$ cat src/rtl/uart_tx_arbiter.sv
// Round-robin arbiter sharing one UART transmitter among NUM_REQ byte requesters.
// Optional message locking (keep the owner until req_last) is enabled by UART_ARB_MSG_LOCK_EN.
module uart_tx_arbiter #(
    parameter int unsigned NUM_REQ      = 4,
    parameter int unsigned BUSY_TIMEOUT = 4
) (
    input  logic                   clk,
    input  logic                   rst,
    input  logic [NUM_REQ-1:0]     req_valid,
    input  logic [8*NUM_REQ-1:0]   req_data,
    input  logic [NUM_REQ-1:0]     req_last,
    output logic [NUM_REQ-1:0]     req_ready,
    output logic [NUM_REQ-1:0]     grant,
    output logic [7:0]             tx_data,
    output logic                   tx_start,
    input  logic                   tx_busy,
    output logic                   timeout_err
);

    localparam int unsigned IDX_W = (NUM_REQ > 1) ? $clog2(NUM_REQ) : 1;
    localparam int unsigned CNT_W = $clog2(BUSY_TIMEOUT + 1);

    typedef enum logic [2:0] {
        IDLE,
        ACCEPT,
        START,
        WAIT_BUSY,
        WAIT_DONE
    } state_t;

    state_t             state, state_d;
    logic [IDX_W-1:0]   rr_ptr, rr_ptr_d;
    logic [IDX_W-1:0]   owner, owner_d;
    logic [NUM_REQ-1:0] grant_d, req_ready_d;
    logic [7:0]         tx_data_d;
    logic               tx_start_d, timeout_err_d;
    logic               last_q, last_d;
    logic [CNT_W-1:0]   cnt, cnt_d;

    logic               win_found;
    logic [IDX_W-1:0]   win_idx;
    int unsigned        cand;
    logic [7:0]         req_bytes [NUM_REQ];

    for (genvar g = 0; g < NUM_REQ; g++) begin : g_bytes
        assign req_bytes[g] = req_data[8*g +: 8];
    end

    // Round-robin search: first valid requester at or after rr_ptr, wrapping
    always_comb begin
        win_found = 1'b0;
        win_idx   = '0;
        cand      = 0;
        for (int unsigned i = 0; i < NUM_REQ; i++) begin
            cand = 32'(rr_ptr) + i;
            if (cand >= NUM_REQ) begin
                cand = cand - NUM_REQ;
            end
            if (!win_found && req_valid[IDX_W'(cand)]) begin
                win_found = 1'b1;
                win_idx   = IDX_W'(cand);
            end
        end
    end

    always_ff @(posedge clk) begin
        if (rst) begin
            state       <= IDLE;
            rr_ptr      <= '0;
            owner       <= '0;
            grant       <= '0;
            req_ready   <= '0;
            tx_data     <= 8'h00;
            tx_start    <= 1'b0;
            timeout_err <= 1'b0;
            last_q      <= 1'b0;
            cnt         <= '0;
        end else begin
            state       <= state_d;
            rr_ptr      <= rr_ptr_d;
            owner       <= owner_d;
            grant       <= grant_d;
            req_ready   <= req_ready_d;
            tx_data     <= tx_data_d;
            tx_start    <= tx_start_d;
            timeout_err <= timeout_err_d;
            last_q      <= last_d;
            cnt         <= cnt_d;
        end
    end

    always_comb begin
        state_d       = state;
        rr_ptr_d      = rr_ptr;
        owner_d       = owner;
        grant_d       = grant;
        req_ready_d   = '0;
        tx_data_d     = tx_data;
        tx_start_d    = 1'b0;
        timeout_err_d = 1'b0;
        last_d        = last_q;
        cnt_d         = cnt;

        case (state)
            IDLE: begin
                if (win_found) begin
                    grant_d  = NUM_REQ'(1) << win_idx;
                    owner_d  = win_idx;
                    rr_ptr_d = (win_idx == IDX_W'(NUM_REQ - 1)) ? '0 : win_idx + IDX_W'(1);
                    state_d  = ACCEPT;
                end
            end
            ACCEPT: begin
                // Owner may have withdrawn its byte; release without a strobe
                if (req_valid[owner]) begin
                    req_ready_d = grant;
                    tx_data_d   = req_bytes[owner];
                    last_d      = req_last[owner];
                    state_d     = START;
                end else begin
                    grant_d = '0;
                    state_d = IDLE;
                end
            end
            START: begin
                tx_start_d = 1'b1;
                cnt_d      = '0;
                state_d    = WAIT_BUSY;
            end
            WAIT_BUSY: begin
                if (tx_busy) begin
                    state_d = WAIT_DONE;
                end else if (cnt == CNT_W'(BUSY_TIMEOUT - 1)) begin
                    timeout_err_d = 1'b1;
                    grant_d       = '0;
                    state_d       = IDLE;
                end else begin
                    cnt_d = cnt + CNT_W'(1);
                end
            end
            WAIT_DONE: begin
                if (!tx_busy) begin
`ifdef UART_ARB_MSG_LOCK_EN
                    if (!last_q) begin
                        state_d = ACCEPT;
                    end else begin
                        grant_d = '0;
                        state_d = IDLE;
                    end
`else
                    grant_d = '0;
                    state_d = IDLE;
`endif
                end
            end
            default: begin
                grant_d = '0;
                state_d = IDLE;
            end
        endcase
    end

`ifndef UART_ARB_MSG_LOCK_EN
    logic unused_last;
    assign unused_last = last_q;
`endif

endmodule
$ cat config.mk
export PLATFORM = sky130hd
export DESIGN_NAME = uart_tx_arbiter
export DESIGN_NICKNAME = d
export VERILOG_FILES = /design/src/rtl/uart_tx_arbiter.sv
export SDC_FILE = /design/constraint.sdc
export NUM_CORES = 1
export LEC_CHECK = 0
export CAP_MARGIN = 20
export CORE_AREA = 2 2 63 65
export CTS_CLUSTER_DIAMETER = 80
export DETAILED_ROUTE_END_ITERATION = 8
export DIE_AREA = 0 0 65 67
export GPL_TIMING_DRIVEN = 0
export PLACE_DENSITY = 0.86
export SYNTH_ARGS = -nofsm -noshare
export SYNTH_HDL_FRONTEND = slang
export SYNTH_SLANG_ARGS = --single-unit
$ cat constraint.sdc
create_clock -name clk -period 2.6 [get_ports clk]
set_input_delay 0.52 -clock clk [delete_from_list [all_inputs] [get_ports clk]]
set_output_delay 0.52 -clock clk [all_outputs]
set_load 0.005 [all_outputs]
==> results of run 1 <==
==> worst max-delay path, cell delays in order <==
cell and delay, ps:
clkdlybuf4s50_1 510, mux2i_1 170, nor2_1 70, nor4_1 620
inv_1 170, ha_1 240, a22o_1 190
==> power by group <==
| group | internal, mW | switching [mW] |
|---|---|---|
| Sequential | 0.464 | 0.0221 |
| Combinational | 0.207 | 0.146 |
| Clock | 0.104 | 0.121 |
==> logic make-up after synthesis <==
kind of cell / Yosys count / share of synthesized area [%]
simple gates: 47 / 18.5
flops: 28 / 37.9
compound gates: 24 / 11.7
mux: 19 / 20.7
buf+inv: 13 / 6.10
fa+ha+maj: 6 / 5.08
==> stage by stage <==
stage / util [%] / instances
detailed placement: 57.9 / 240
floorplan: - / 137
global route: 59.1 / 243
CTS: 59.1 / 243
global placement: 57.9 / 240
finish: 59.1 / 243
==> routing by layer <==
metal | GRT usage (%) | up-vias
met5 | 0 | -
met4 | 7.45 | 0
met3 | 1.86 | 8
met2 | 26.7 | 44
met1 | 20.8 | 576
li1 | - | 625
==> synthesized netlist by cell type, types with 2 or more instances <==
master and number:
nor2_1 19, nand2_1 2, a22o_1 4, nand2b_1 2
mux4_2 8, a21oi_1 7, clkbuf_1 4, nor4_1 2
ha_1 6, a31oi_1 2, dfxtp_1 28, mux2i_1 10
o21ai_0 3, and2_1 3, inv_1 5, nor3b_1 6
==> registers in the layout, indices dropped and copies added, names as in the netlist <==
register	flops
grant	4
tx_data	8
tx_start	1
owner	2
req_ready	4
rr_ptr	2
state	3
cnt	3
timeout_err	1
==> how the worst max path moves through the flow <==
stage	depth (start not counted)	from	end	slack, ps
final	7	req_valid[0]	grant[0]	270
after global routing	7	req_valid[0]	grant[2]	160
after CTS	7	req_valid[0]	grant[0]	290
after detailed placement	7	req_valid[0]	grant[0]	60
after global placement	7	req_valid[0]	grant[0]	140
after floorplan	7	rr_ptr[1]	grant[0]	820
==> final cells by class <==
type                       instances  area [um2]
multi-input combinational         96         827
fill                             302        1480
buffer                             8        71.3
tap                               48        60.1
sequential                        28         561
clock buffer                       3        41.3
timing repair buffer              55         551
inverter                           5        18.8
==> impl_metrics.yaml, run 1 <==
floorplanning:
  die_area_um2: 4360
  core_um2: 3610
  initial_core_util_pct: 41.0
  die_w_um: 65
  rows: 22
  die_h_um: 67
  io_pins: 61
worst_setup_path:
  r2r_slack_ps: 410
  cp.required_ps: 2770
  worstRegToRegCells: 7
  cp-end-kind: "register"
  r2r-end: "grant[0]"
  crit_fanout: 7
  cp.arrival_ps: 2500
  r2r_start: "rr_ptr[1]"
  crit_type: "input port to register"
  cp-start-kind: "input port"
finish:
  area_growth_pct: 44.1
  mostFrequentLayoutCell: "clkdlybuf4s50_1"
  fin_nets: 246
  final_cell_mix: "55 x clkdlybuf4s50_1, 28 x dfxtp_1, 19 x nor2_1, 10 x mux2i_1, 8 x mux4_2"
  fin_area_um2: 2130
  diodes: 0
  drive_gt1_share_pct: 11.3
sta:
  fin_hold_ws_ps: 497
  setup_slack_ps: 266
  fmax_mhz: 428
  finalHoldViolations: 0
  relSlewSlack_pct: 52.9
  fin_skew_ps: 3.20
  final_max_slew_viol_count: 0
  setup-tns-final_ps: 0
  fin_crit_sh_pct: 89.8
  rsz0062_at_grt: "false"
  setup_viol: 0
  min_period_ps: 2330
  worst_pin_slew_ps: 700
place:
  post_dp_cell_area_um2: 2090
  dp_hpwl_um: 2690
  port_buffers: 55
  dp_slack_ps: 60.3
  globalplace.congestion: 0.776
flow_run:
  cap_violations: 0
clocking:
  cts_resized: 0
  path_clk_slew_ps: 80
  cts.root.buffer_cell: "clkbuf_8"
  clockBufferDepth: 2
  clk_latency_ps: 270
  tritoncts: "yes"
  h-tree-depth: 1
  postCtsSetupBuffers: 0
  holdBufCountCts: 0
  cts_sinks: 28
  numCtsBuffers: 3
routing:
  finalWirelength_um: 3400
  m1WireLength_um: 1430
  drc_errors: 0
  wl_met2_um: 1700
  maxUsedRoutingLayer: "met4"
  vias_per_cell: 5.16
  vias: 1253
  ant_nets: 0
  wl_per_cell_um: 14.0
  drt_iter0_drc: 53
  route.met3.wl_um: 171
  firstDrtPassIters: 4
synth:
  yosysWarnings: 0
  netlist_instances: 137
  synth_area_leaders: "dfxtp_1 38%, mux4_2 12%, mux2i_1 6.8%"
  synth_ff_type: "dfxtp_1"
  synth_nets: 186
  ys_types: 42
  async_flop_share_pct: 0
  syn_avg_cell_area_um2: 10.8
  ys_seq_area_share_pct: 37.9
  synth_top_cell_by_area: "dfxtp_1"
  synth-edff-count: 0
  ys_seq_elements: 28
  netlist_area_um2: 1480
  yosysTopAreaCellShare_pct: 37.9
pwr:
  p_leak_nw: 0.829
  power_mw: 1.06
  power_density_nw_per_um2: 500
  vdd_drop_max_mv: 0.263
global_routing:
  grt-ovfl-total: 0
  grt_pass1_vias: 1160
  antenna_found_initial: 0
  grt_pass1_wl_um: 5330
  grt_use_total_pct: 16.1
  grt_start_max_net_pins: 15
worst_hold_path:
  holdPathStages: 2
  holdPathEnd: "tx_data[0]"
  hold_path_class: "register to register"
  min_from: "tx_data[0]"
outcome:
  outcome: "complete, no violations"
Note: power is estimated with default switching activity, not from simulation.
==> run 2: changes to the inputs <==
--- a/config.mk
+++ b/config.mk
@@ -6,10 +6,10 @@
 export NUM_CORES = 1
 export LEC_CHECK = 0
 export CAP_MARGIN = 20
-export CORE_AREA = 2 2 63 65
+export CORE_AREA = 2 2 52 78
 export CTS_CLUSTER_DIAMETER = 80
 export DETAILED_ROUTE_END_ITERATION = 8
-export DIE_AREA = 0 0 65 67
+export DIE_AREA = 0 0 54 80
 export GPL_TIMING_DRIVEN = 0
 export PLACE_DENSITY = 0.86
 export SYNTH_ARGS = -nofsm -noshare
==> constraint.sdc (replaced) <==
create_clock -name clk -period 2.29 [get_ports clk]
set_input_delay 0.458 -clock clk [delete_from_list [all_inputs] [get_ports clk]]
set_output_delay 0.458 -clock clk [all_outputs]
set_load 0.005 [all_outputs]
==> run 2 against run 1 <==
Compared with the run above: core utilization is 0.31 points lower; via count is 1.6% higher; clock power rose by 32%; die area down 0.80%; cell count decreased by 1.6%; clock skew is essentially flat; worst setup slack worse by 54 ps; clock-buffer cell count is 1 higher; power up 17%; highest routed layer unchanged.
==> impl_metrics.yaml, run 2 (synthesized netlist as in run 1, its figures left out) <==
routing:
  firstDrtPassIters: 4
  ant_nets: 0
  vias: 1273
  drt_iter0_drc: 27
  wl_per_cell_um: 14.0
  vias_per_cell: 5.33
  finalWirelength_um: 3340
  drc_errors: 0
sta:
  rsz0062_at_grt: "false"
  fin_crit_sh_pct: 90.7
  setup_viol: 0
  worst_pin_slew_ps: 579
  fin_skew_ps: 3.38
  min_period_ps: 2080
  fmax_mhz: 481
  finalHoldViolations: 0
  relSlewSlack_pct: 61.0
  final_max_slew_viol_count: 0
worst_setup_path:
  crit_family: "simple AND/OR/NAND/NOR gates"
  cpPeakStageDelay_ps: 590
  crit_fanout: 7
  cp-start-kind: "input port"
  crit_type: "input port to register"
  crit_chain: "clkdlybuf4s50_1 -> nor4_1 -> nor4_2 -> ha_1 -> mux2i_1 -> nor2_1"
  cp.arrival_ps: 2220
  cp-end-kind: "register"
  cp.required_ps: 2430
  r2r_slack_ps: 360
  cpMaxStageDelayCell: "nor4_1"
  critPathBufInv: 1
place:
  dp_hpwl_um: 2610
  dp_cells: 235
  globalplace.congestion: 0.863
  port_buffers: 55
floorplanning:
  die_h_um: 80
  rows: 27
  die_area_um2: 4320
  die_w_um: 54
  io_pins: 61
  initial_core_util_pct: 40.5
  core_um2: 3650
global_routing:
  grt_pass1_wl_um: 5270
  top_usage_layer: "met2"
  use_met1_pct: 17.7
  grt_start_max_net_pins: 16
  met2_usage_pct: 30.0
  grt_pass1_vias: 1220
  antenna_found_initial: 0
  grt_use_total_pct: 16.3
  grt-ovfl-total: 0
  met3_usage_pct: 1.87
pwr:
  power_mw: 1.25
  p_leak_nw: 0.837
  power_density_nw_per_um2: 582
  vdd_drop_max_mv: 0.307
finish:
  regMostFlops: "tx_data"
  final_cell_mix: "55 x clkdlybuf4s50_1, 28 x dfxtp_1, 19 x nor2_1, 10 x mux2i_1, 8 x mux4_2"
  area_growth_pct: 45.0
  layoutNonFillerInstCount: 239
  diodes: 0
  fin_nets: 246
  top_regs: "tx_data (8), grant (4), req_ready (4)"
  largest_reg_flops: 8
  mostFrequentLayoutCell: "clkdlybuf4s50_1"
  drive_gt1_share_pct: 12.2
clocking:
  clk_latency_ps: 270
  clockBufferDepth: 2
  tritoncts: "yes"
  h-tree-depth: 1
  numCtsBuffers: 3
  cts_sinks: 28
  path_clk_slew_ps: 90
  holdBufCountCts: 0
  cts.root.buffer_cell: "clkbuf_8"
outcome:
  outcome: "complete, no violations"
worst_hold_path:
  hold_path_class: "register to register"
flow_run:
  cap_violations: 0
-- run 2: where the power goes --
part	internal (mW)	total (mW)	switching, mW
combinational	0.236	0.401	0.165
sequential	0.527	0.551	0.0244
clock	0.154	0.296	0.142
-- run 2: per-layer routing --
layer  share of wire, %  vias to the layer above
met5                  0                        -
met4                1.6                        0
met3                7.2                        4
met2                 53                       52
met1                 38                      595
li1                   -                      622
-- run 2: stage by stage --
stage	TNS (ps)	utilization (%)	setup slack, ps	hold WS, ps	area [um2]
after floorplan	0	-	513	456	1480
after global placement	-318	57.1	-116	467	2080
after detailed placement	-407	57.1	-140	479	2080
after CTS	0	58.6	149	497	2140
after global routing	0	58.7	91.3	522	2140
final	0	58.7	212	496	2140
-- run 2: final cells by class --
cell class	count	area, um2
plain buffers	8	71.3
clock buffers	4	55.1
fillers	319	1510
inverters	5	18.8
multi-input cells	96	833
flip-flops and latches	28	561
well taps	43	53.8
repair buffers	55	551
-- run 2: path summary, 6_finish.rpt --
| path | from | to | cells after the start |
|---|---|---|---|
| hold / removal | cnt[0] | cnt[0] | 2 |
| setup / recovery | req_valid[0] | rr_ptr[1] | 6 |
| hold reg to reg | cnt[0] | cnt[0] | 2 |
| setup reg to reg | rr_ptr[1] | grant[0] | 7 |
-- run 2: tightest hold or removal path, cell delays in order (launching register included) --
cell and delay [ps]:
dfxtp_1 330, nand3_1 70, a21oi_1 60
-- run 2: what timing repair did --
action / 4_1_cts / 5_1_grt
endpoints found under the setup margin: 0 / 3
resized for setup: 0 / 1
setup buffers: 0 / 0
